`src/rtl/mainfsm_mc_pkg.sv`:
```
// Shared encodings for the multicycle main controller: state codes,
// datapath mux selects and instruction-class constants.
package mainfsm_mc_pkg;

    typedef enum logic [3:0] {
        FETCH    = 4'd0,
        DECODE   = 4'd1,
        MEMADR   = 4'd2,
        MEMRD    = 4'd3,
        MEMWB    = 4'd4,
        MEMWR    = 4'd5,
        EXECUTER = 4'd6,
        EXECUTEI = 4'd7,
        ALUWB    = 4'd8,
        BRANCH   = 4'd9,
        FPUEX    = 4'd10,
        FPUWB    = 4'd11,
        FAULT    = 4'd12
    } state_t;

    localparam logic [1:0] RES_ALUOUT    = 2'b00;
    localparam logic [1:0] RES_DATA      = 2'b01;
    localparam logic [1:0] RES_ALURESULT = 2'b10;

    localparam logic [1:0] SRCA_REG = 2'b00;
    localparam logic [1:0] SRCA_PC  = 2'b01;

    localparam logic [1:0] SRCB_REG  = 2'b00;
    localparam logic [1:0] SRCB_IMM  = 2'b01;
    localparam logic [1:0] SRCB_FOUR = 2'b10;

    localparam logic [1:0] OP_DP  = 2'b00;
    localparam logic [1:0] OP_MEM = 2'b01;
    localparam logic [1:0] OP_BR  = 2'b10;
    localparam logic [1:0] OP_FPU = 2'b11;

    // Writeback states always retire; MEMWR retires only on the accept cycle.
    function automatic logic retires(input state_t s, input logic mem_rdy);
        case (s)
            ALUWB, MEMWB, BRANCH, FPUWB: retires = 1'b1;
            MEMWR:                       retires = mem_rdy;
            default:                     retires = 1'b0;
        endcase
    endfunction

endpackage

```
`src/rtl/mainfsm_mc_if.sv`:
```
// Decoder-side inputs and datapath control outputs of the main controller.
interface mainfsm_mc_if #(
    parameter int unsigned CNT_W = 16
);
    logic [1:0]       Op;
    logic [5:0]       Funct;
    logic             MemReady;
    logic             FPUDone;
    logic             IRWrite;
    logic             AdrSrc;
    logic             NextPC;
    logic             RegW;
    logic             MemW;
    logic             FPUW;
    logic             Branch;
    logic             ALUOp;
    logic [1:0]       ALUSrcA;
    logic [1:0]       ALUSrcB;
    logic [1:0]       ResultSrc;
    logic             FPUStart;
    logic             Retire;
    logic             Fault;
    logic [CNT_W-1:0] InstrCount;

    modport master (
        output Op, Funct, MemReady, FPUDone,
        input  IRWrite, AdrSrc, NextPC, RegW, MemW, FPUW, Branch, ALUOp,
               ALUSrcA, ALUSrcB, ResultSrc, FPUStart, Retire, Fault, InstrCount
    );

    modport slave (
        input  Op, Funct, MemReady, FPUDone,
        output IRWrite, AdrSrc, NextPC, RegW, MemW, FPUW, Branch, ALUOp,
               ALUSrcA, ALUSrcB, ResultSrc, FPUStart, Retire, Fault, InstrCount
    );
endinterface

```
`src/rtl/mainfsm_wdog.sv`:
```
// FPU execute watchdog: 8-bit clear/increment counter with terminal compare.
module mainfsm_wdog #(
    parameter int unsigned LIMIT = 14
) (
    input  logic clk,
    input  logic reset,
    input  logic clr,
    input  logic inc,
    output logic term
);
    logic [7:0] cnt_q;

    always_ff @(posedge clk) begin
        if (!reset) begin
            cnt_q <= '0;
        end else if (clr) begin
            cnt_q <= '0;
        end else if (inc) begin
            cnt_q <= cnt_q + 8'd1;
        end
    end

    assign term = (cnt_q == 8'(LIMIT));
endmodule

```
`src/rtl/mainfsm_mc.sv`:
```
// Multicycle main controller: fetch/decode/execute/writeback sequencing with
// memory wait states, FPU start/done handshake, watchdog fault and retire count.
module mainfsm_mc
    import mainfsm_mc_pkg::*;
#(
    parameter int unsigned MEM_WAIT_EN = 1,
    parameter int unsigned FPU_TIMEOUT = 15,
    parameter int unsigned CNT_W       = 16
) (
    input  logic         clk,
    input  logic         reset,
    mainfsm_mc_if.slave  bus
);
    state_t           state_q, state_d;
    logic             fpu_first_q;
    logic [CNT_W-1:0] cnt_q;
    logic             mem_rdy;
    logic             wd_term;
    logic             retire;

    logic       irwrite, adrsrc, nextpc, regw, memw, fpuw, branch, aluop, fault;
    logic [1:0] srca, srcb, rsrc;

    assign mem_rdy = (MEM_WAIT_EN != 0) ? bus.MemReady : 1'b1;
    assign retire  = retires(state_q, mem_rdy);

    mainfsm_wdog #(
        .LIMIT(FPU_TIMEOUT - 1)
    ) u_wdog (
        .clk  (clk),
        .reset(reset),
        .clr  (state_q != FPUEX),
        .inc  (state_q == FPUEX),
        .term (wd_term)
    );

    always_ff @(posedge clk) begin
        if (!reset) begin
            state_q     <= FETCH;
            fpu_first_q <= 1'b0;
            cnt_q       <= '0;
        end else begin
            state_q     <= state_d;
            fpu_first_q <= (state_d == FPUEX) && (state_q != FPUEX);
            if (retire) begin
                cnt_q <= cnt_q + CNT_W'(1);
            end
        end
    end

    always_comb begin
        state_d = state_q;
        irwrite = 1'b0;
        adrsrc  = 1'b0;
        nextpc  = 1'b0;
        regw    = 1'b0;
        memw    = 1'b0;
        fpuw    = 1'b0;
        branch  = 1'b0;
        aluop   = 1'b0;
        fault   = 1'b0;
        srca    = SRCA_REG;
        srcb    = SRCB_REG;
        rsrc    = RES_ALUOUT;

        case (state_q)
            FETCH: begin
                srca    = SRCA_PC;
                srcb    = SRCB_FOUR;
                rsrc    = RES_ALURESULT;
                irwrite = mem_rdy;
                nextpc  = mem_rdy;
                if (mem_rdy) state_d = DECODE;
            end
            DECODE: begin
                srca = SRCA_PC;
                srcb = SRCB_FOUR;
                rsrc = RES_ALURESULT;
                case (bus.Op)
                    OP_DP:   state_d = bus.Funct[5] ? EXECUTEI : EXECUTER;
                    OP_MEM:  state_d = MEMADR;
                    OP_BR:   state_d = BRANCH;
                    default: state_d = bus.Funct[5] ? FAULT : FPUEX;
                endcase
            end
            EXECUTER: begin
                aluop   = 1'b1;
                state_d = ALUWB;
            end
            EXECUTEI: begin
                aluop   = 1'b1;
                srcb    = SRCB_IMM;
                state_d = ALUWB;
            end
            ALUWB: begin
                regw    = 1'b1;
                rsrc    = RES_ALUOUT;
                state_d = FETCH;
            end
            MEMADR: begin
                srcb    = SRCB_IMM;
                state_d = bus.Funct[0] ? MEMRD : MEMWR;
            end
            MEMRD: begin
                adrsrc = 1'b1;
                if (mem_rdy) state_d = MEMWB;
            end
            MEMWB: begin
                regw    = 1'b1;
                rsrc    = RES_DATA;
                state_d = FETCH;
            end
            MEMWR: begin
                adrsrc = 1'b1;
                memw   = 1'b1;
                if (mem_rdy) state_d = FETCH;
            end
            BRANCH: begin
                branch  = 1'b1;
                rsrc    = RES_ALURESULT;
                srcb    = SRCB_IMM;
                state_d = FETCH;
            end
            FPUEX: begin
                // Done wins over the watchdog when both land in the same cycle.
                if (bus.FPUDone)  state_d = FPUWB;
                else if (wd_term) state_d = FAULT;
            end
            FPUWB: begin
                regw    = 1'b1;
                fpuw    = 1'b1;
                rsrc    = RES_ALUOUT;
                state_d = FETCH;
            end
            FAULT: begin
                fault = 1'b1;
            end
            default: begin
                state_d = FAULT;
            end
        endcase
    end

    assign bus.IRWrite    = irwrite;
    assign bus.AdrSrc     = adrsrc;
    assign bus.NextPC     = nextpc;
    assign bus.RegW       = regw;
    assign bus.MemW       = memw;
    assign bus.FPUW       = fpuw;
    assign bus.Branch     = branch;
    assign bus.ALUOp      = aluop;
    assign bus.ALUSrcA    = srca;
    assign bus.ALUSrcB    = srcb;
    assign bus.ResultSrc  = rsrc;
    assign bus.FPUStart   = (state_q == FPUEX) && fpu_first_q;
    assign bus.Retire     = retire;
    assign bus.Fault      = fault;
    assign bus.InstrCount = cnt_q;
endmodule
```
`src/flat_wrapper.sv`:
```
// flat-port wrapper written by rule: the top's interface ports become plain ports
module mainfsm_mc_flat import mainfsm_mc_pkg::*;
#(
    parameter int unsigned MEM_WAIT_EN = 1,
    parameter int unsigned FPU_TIMEOUT = 15,
    parameter int unsigned CNT_W       = 16
)
  (clk, reset, bus_Op, bus_Funct, bus_MemReady, bus_FPUDone, bus_IRWrite, bus_AdrSrc, bus_NextPC, bus_RegW, bus_MemW, bus_FPUW, bus_Branch, bus_ALUOp, bus_ALUSrcA, bus_ALUSrcB, bus_ResultSrc, bus_FPUStart, bus_Retire, bus_Fault, bus_InstrCount);
  mainfsm_mc_if #(.CNT_W(CNT_W)) bus_i ();
  input  logic clk;
  input  logic reset;
  input wire logic [$bits(bus_i.Op)-1:0] bus_Op;
  input wire logic [$bits(bus_i.Funct)-1:0] bus_Funct;
  input wire logic [$bits(bus_i.MemReady)-1:0] bus_MemReady;
  input wire logic [$bits(bus_i.FPUDone)-1:0] bus_FPUDone;
  output wire logic [$bits(bus_i.IRWrite)-1:0] bus_IRWrite;
  output wire logic [$bits(bus_i.AdrSrc)-1:0] bus_AdrSrc;
  output wire logic [$bits(bus_i.NextPC)-1:0] bus_NextPC;
  output wire logic [$bits(bus_i.RegW)-1:0] bus_RegW;
  output wire logic [$bits(bus_i.MemW)-1:0] bus_MemW;
  output wire logic [$bits(bus_i.FPUW)-1:0] bus_FPUW;
  output wire logic [$bits(bus_i.Branch)-1:0] bus_Branch;
  output wire logic [$bits(bus_i.ALUOp)-1:0] bus_ALUOp;
  output wire logic [$bits(bus_i.ALUSrcA)-1:0] bus_ALUSrcA;
  output wire logic [$bits(bus_i.ALUSrcB)-1:0] bus_ALUSrcB;
  output wire logic [$bits(bus_i.ResultSrc)-1:0] bus_ResultSrc;
  output wire logic [$bits(bus_i.FPUStart)-1:0] bus_FPUStart;
  output wire logic [$bits(bus_i.Retire)-1:0] bus_Retire;
  output wire logic [$bits(bus_i.Fault)-1:0] bus_Fault;
  output wire logic [$bits(bus_i.InstrCount)-1:0] bus_InstrCount;
  assign bus_i.Op = bus_Op;
  assign bus_i.Funct = bus_Funct;
  assign bus_i.MemReady = bus_MemReady;
  assign bus_i.FPUDone = bus_FPUDone;
  assign bus_IRWrite = bus_i.IRWrite;
  assign bus_AdrSrc = bus_i.AdrSrc;
  assign bus_NextPC = bus_i.NextPC;
  assign bus_RegW = bus_i.RegW;
  assign bus_MemW = bus_i.MemW;
  assign bus_FPUW = bus_i.FPUW;
  assign bus_Branch = bus_i.Branch;
  assign bus_ALUOp = bus_i.ALUOp;
  assign bus_ALUSrcA = bus_i.ALUSrcA;
  assign bus_ALUSrcB = bus_i.ALUSrcB;
  assign bus_ResultSrc = bus_i.ResultSrc;
  assign bus_FPUStart = bus_i.FPUStart;
  assign bus_Retire = bus_i.Retire;
  assign bus_Fault = bus_i.Fault;
  assign bus_InstrCount = bus_i.InstrCount;
  mainfsm_mc #(.MEM_WAIT_EN(MEM_WAIT_EN), .FPU_TIMEOUT(FPU_TIMEOUT), .CNT_W(CNT_W)) u_core (.clk(clk), .reset(reset), .bus(bus_i));
endmodule
```
`config.mk`:
```
export PLATFORM = sky130hd
export DESIGN_NAME = mainfsm_mc_flat
export DESIGN_NICKNAME = d
export VERILOG_FILES = /design/src/rtl/mainfsm_mc_pkg.sv /design/src/rtl/mainfsm_mc_if.sv /design/src/rtl/mainfsm_wdog.sv /design/src/rtl/mainfsm_mc.sv /design/src/flat_wrapper.sv
export SDC_FILE = /design/constraint.sdc
export NUM_CORES = 1
export LEC_CHECK = 0
export ABC_AREA = 1
export BUFFER_PORTS_ARGS = -buffer_cell sky130_fd_sc_hd__buf_2
export CELL_PAD_IN_SITES_DETAIL_PLACEMENT = 0
export CELL_PAD_IN_SITES_GLOBAL_PLACEMENT = 1
export CORE_MARGIN = 10
export CORE_UTILIZATION = 38
export CTS_CLUSTER_SIZE = 24
export DETAILED_ROUTE_END_ITERATION = 10
export PLACE_DENSITY = 0.84
export SLEW_MARGIN = 25
export SYNTH_ARGS = -nofsm -noshare
export SYNTH_HDL_FRONTEND = slang
export SYNTH_SLANG_ARGS = --single-unit
```
`constraint.sdc`:
```
create_clock -name clk -period 2.4 [get_ports clk]
set_input_delay 0.48 -clock clk [delete_from_list [all_inputs] [get_ports clk]]
set_output_delay 0.48 -clock clk [all_outputs]
set_load 0.01 [all_outputs]
```
==> flow_metrics.tcl <==
set metrics [dict create \
    postRouteAntennaNets 0 \
    holdPathEnd "u_core.u_wdog.cnt_q[0]" \
    layout-drive-gt1-share 0.185 \
    intPower_uw 901 \
    status "complete, no violations" \
    wl_per_cell_um 11.6 \
    clock_sinks 29 \
    io_pins 45 \
    hold_class "register to register" \
    rsz0062_at_grt "false" \
    hpwlAfterDp_um 3450 \
    crit_top_cell "nand2_2" \
    comb_power_share 0.162 \
    gp_congestion 0.806 \
    numCtsBuffers 5 \
    synth.net_count 303 \
    synth_top_area_frac 0.327 \
    h-tree-depth 2 \
    setup_viol 0 \
    startpoint "u_core.state_q[1]" \
    power.switching_uw 362 \
    gr-usage-all-layers 0.118 \
    hold_viol 0 \
    switching_share 0.287 \
    ff2ff_path_depth 8 \
    worst_slew_pin_slew_ps 511 \
    p_clk_frac 0.431 \
    mappedNetlistArea_mm2 0.00178 \
    grt_antenna_before_repair 0 \
    ys_ff_latch 29 \
    fin_crit_sh 0.884 \
    power.leakage_uw 0.000883 \
    start_util 0.400 \
    io_buffers 39 \
    path_buf_inv 2 \
    drtIter0Drc 62 \
    cp-start-kind "register" \
    min-delay-start "u_core.u_wdog.cnt_q[0]" \
    post_cts_buffers 0 \
    synth_top_area_cell "dfxtp_1" \
    max_freq_mhz 471 \
    rr_startpoint "u_core.state_q[1]" \
    num_vias 1853 \
    drcViolationCount 0 \
    slowest_delay_ps 470 \
    rrSetupSlack_ps 730 \
    yosysWarnings 0 \
    die_w_um 88.4 \
    drv_slew 0 \
    layout.cells.non_filler 382 \
    nets 344 \
    final_common_cell "nand2_1" \
    vdd_drop_max_mv 0.263 \
    pwr-share-seq 0.407 \
    netlist_instances 288 \
    cp_max_fo 16 \
    tns_ps 0 \
    cp_top_family "flip-flops" \
    die_h_um 88.4 \
    syn_avg_cell_area_um2 6.17 \
    cts_resized 0 \
    num_rows 24 \
    nFillCells 502 \
    finClkSkew_ps 7.68 \
    whs_path_depth 1 \
    area_delta_synth_final_pct 18.9 \
    seq_area_frac_synth 0.327 \
    fin_area_mm2 0.00211 \
    clk_latency_ps 290 \
    grt_overflow_total 0 \
    coreArea_mm2 0.00444 \
    max_cap_viol_count 0 \
    wl_um 4440 \
    placed_cell_area_mm2 0.00199 \
    ys_types 29 \
    cts_buffer_depth 2 \
    grt_pass1_vias 1671 \
    reg2reg_to "u_core.bus.InstrCount[15]" \
    via_per_inst 4.85 \
    cts.clk_slew.worst_paths_ps 70 \
    dp_cells 374 \
    crit_required_ps 1920 \
    drt-pass1-iter-count 4 \
    n_antenna_cell 0 \
    fp.dieArea_mm2 0.00781 \
    worst_ep_arrival_time_ps 1640 \
    fin_crit_ps 2120 \
    root_buffer "clkbuf_8" \
    slew_headroom 0.659 \
    power.density_mw_per_mm2 597 \
    crit_chain "inv_1, nand2_2, nor2_2, a21oi_2, nand2_2, buf_2" \
    grt_pass1_wl_um 7560 \
    grt_max_degree 17 \
    crit_slowest_cell "dfxtp_1" \
    worst_setup_path_end_kind "output port" \
    crit_type "register to output port" \
    final_cell_mix "90 x nand2_1, 53 x nor2_1, 39 x buf_2, 30 x inv_1, 29 x dfxtp_1" \
    synth_area_leaders "dfxtp_1 33%, nand2_1 19%, nor2_1 11%" \
    cts_tree "done" \
    ctsHoldBuffers 0 \
]
==> worst register-to-register path: stages (launching register included) <==
cell     delay (ps)
dfxtp_1         470
inv_1           140
nand2_2         120
nor2_2           50
a21oi_2         130
nand2_2         220
inv_2           260
nand2_1          70
a21oi_1         130
==> state kept, by name, indices dropped and copies added, names as in the netlist <==
signal / flops
u_core.fpu_first_q: 1
u_core.state_q: 4
u_core.u_wdog.cnt_q: 8
u_core.bus.InstrCount: 16
==> synth_stat cells <==
cell type / n
a31oi_1: 1
ha_1: 3
a21oi_2: 1
nand2_2: 3
nand3_1: 13
buf_6: 3
clkbuf_1: 1
nor2_1: 53
o211ai_1: 3
conb_1: 1
dfxtp_1: 29
nor2_4: 1
xnor2_1: 3
a21oi_1: 18
inv_1: 30
nand2_1: 90
nand3_2: 1
buf_4: 3
inv_2: 3
nand3b_1: 1
nor3_2: 1
o21a_1: 1
a211oi_1: 1
xor2_1: 2
o21ai_0: 11
nand2_4: 1
nand4_1: 7
nor3_1: 2
nor2_2: 1
==> kinds of logic (layout without fill, tap and decap cells) <==
group,count (synthesis),count (layout),synth area share
AND/OR/NAND/NOR,174,174,0.411
buffers and inverters,40,82,0.103
AO/OA/AOI/OAI,36,36,0.111
other,1,1,0.00211
flip-flops,29,29,0.327
XOR/XNOR,5,5,0.0246
adder cells (fa/ha/maj),3,3,0.0211
==> worst max path at each step <==
stage | to | cells past startpoint
5_1_grt | bus_Retire | 6
3_3_place_gp | bus_Retire | 6
3_5_place_dp | bus_Retire | 6
6_report | bus_Retire | 6
2_1_floorplan | bus_Retire | 5
4_1_cts | bus_Retire | 6
==> layer usage <==
layer | global-route usage | part of all wire | vias to the layer above | wire length [um]
met5 | 0 | 0 | - | 0
met4 | 0.0396 | 0.014 | 0 | 64
met3 | 0.0368 | 0.075 | 9 | 332
met2 | 0.185 | 0.42 | 44 | 1870
met1 | 0.151 | 0.49 | 809 | 2180
li1 | - | - | 991 | -
==> power by group through the flow <==
stage	Combinational, uW	Clock (uW)	Sequential [uW]
after floorplan	156	0	521
after global placement	207	0	524
after detailed placement	207	0	525
after CTS	208	554	514
after global routing	232	578	516
final	204	544	514
==> stage by stage <==
| step | power (uW) | util | worst slack [ps] | hold slack [ps] |
|---|---|---|---|---|
| after floorplan | 677 | - | 930 | 417 |
| after global placement | 732 | 0.448 | 592 | 430 |
| after detailed placement | 732 | 0.448 | 585 | 440 |
| after CTS | 1280 | 0.476 | 272 | 450 |
| after global routing | 1330 | 0.476 | 155 | 471 |
| final | 1260 | 0.476 | 278 | 448 |
==> final cells by class <==
cell class	count	area, um^2	area share
clock buffer	6	82.6	0.0391
inverter	33	124	0.0586
tap	52	65.1	0.0308
sequential	29	581	0.275
multi-input combinational	219	1010	0.480
timing repair buffer	41	210	0.0995
clock inverter	2	37.5	0.0178
(Power assumes the default switching activity.)
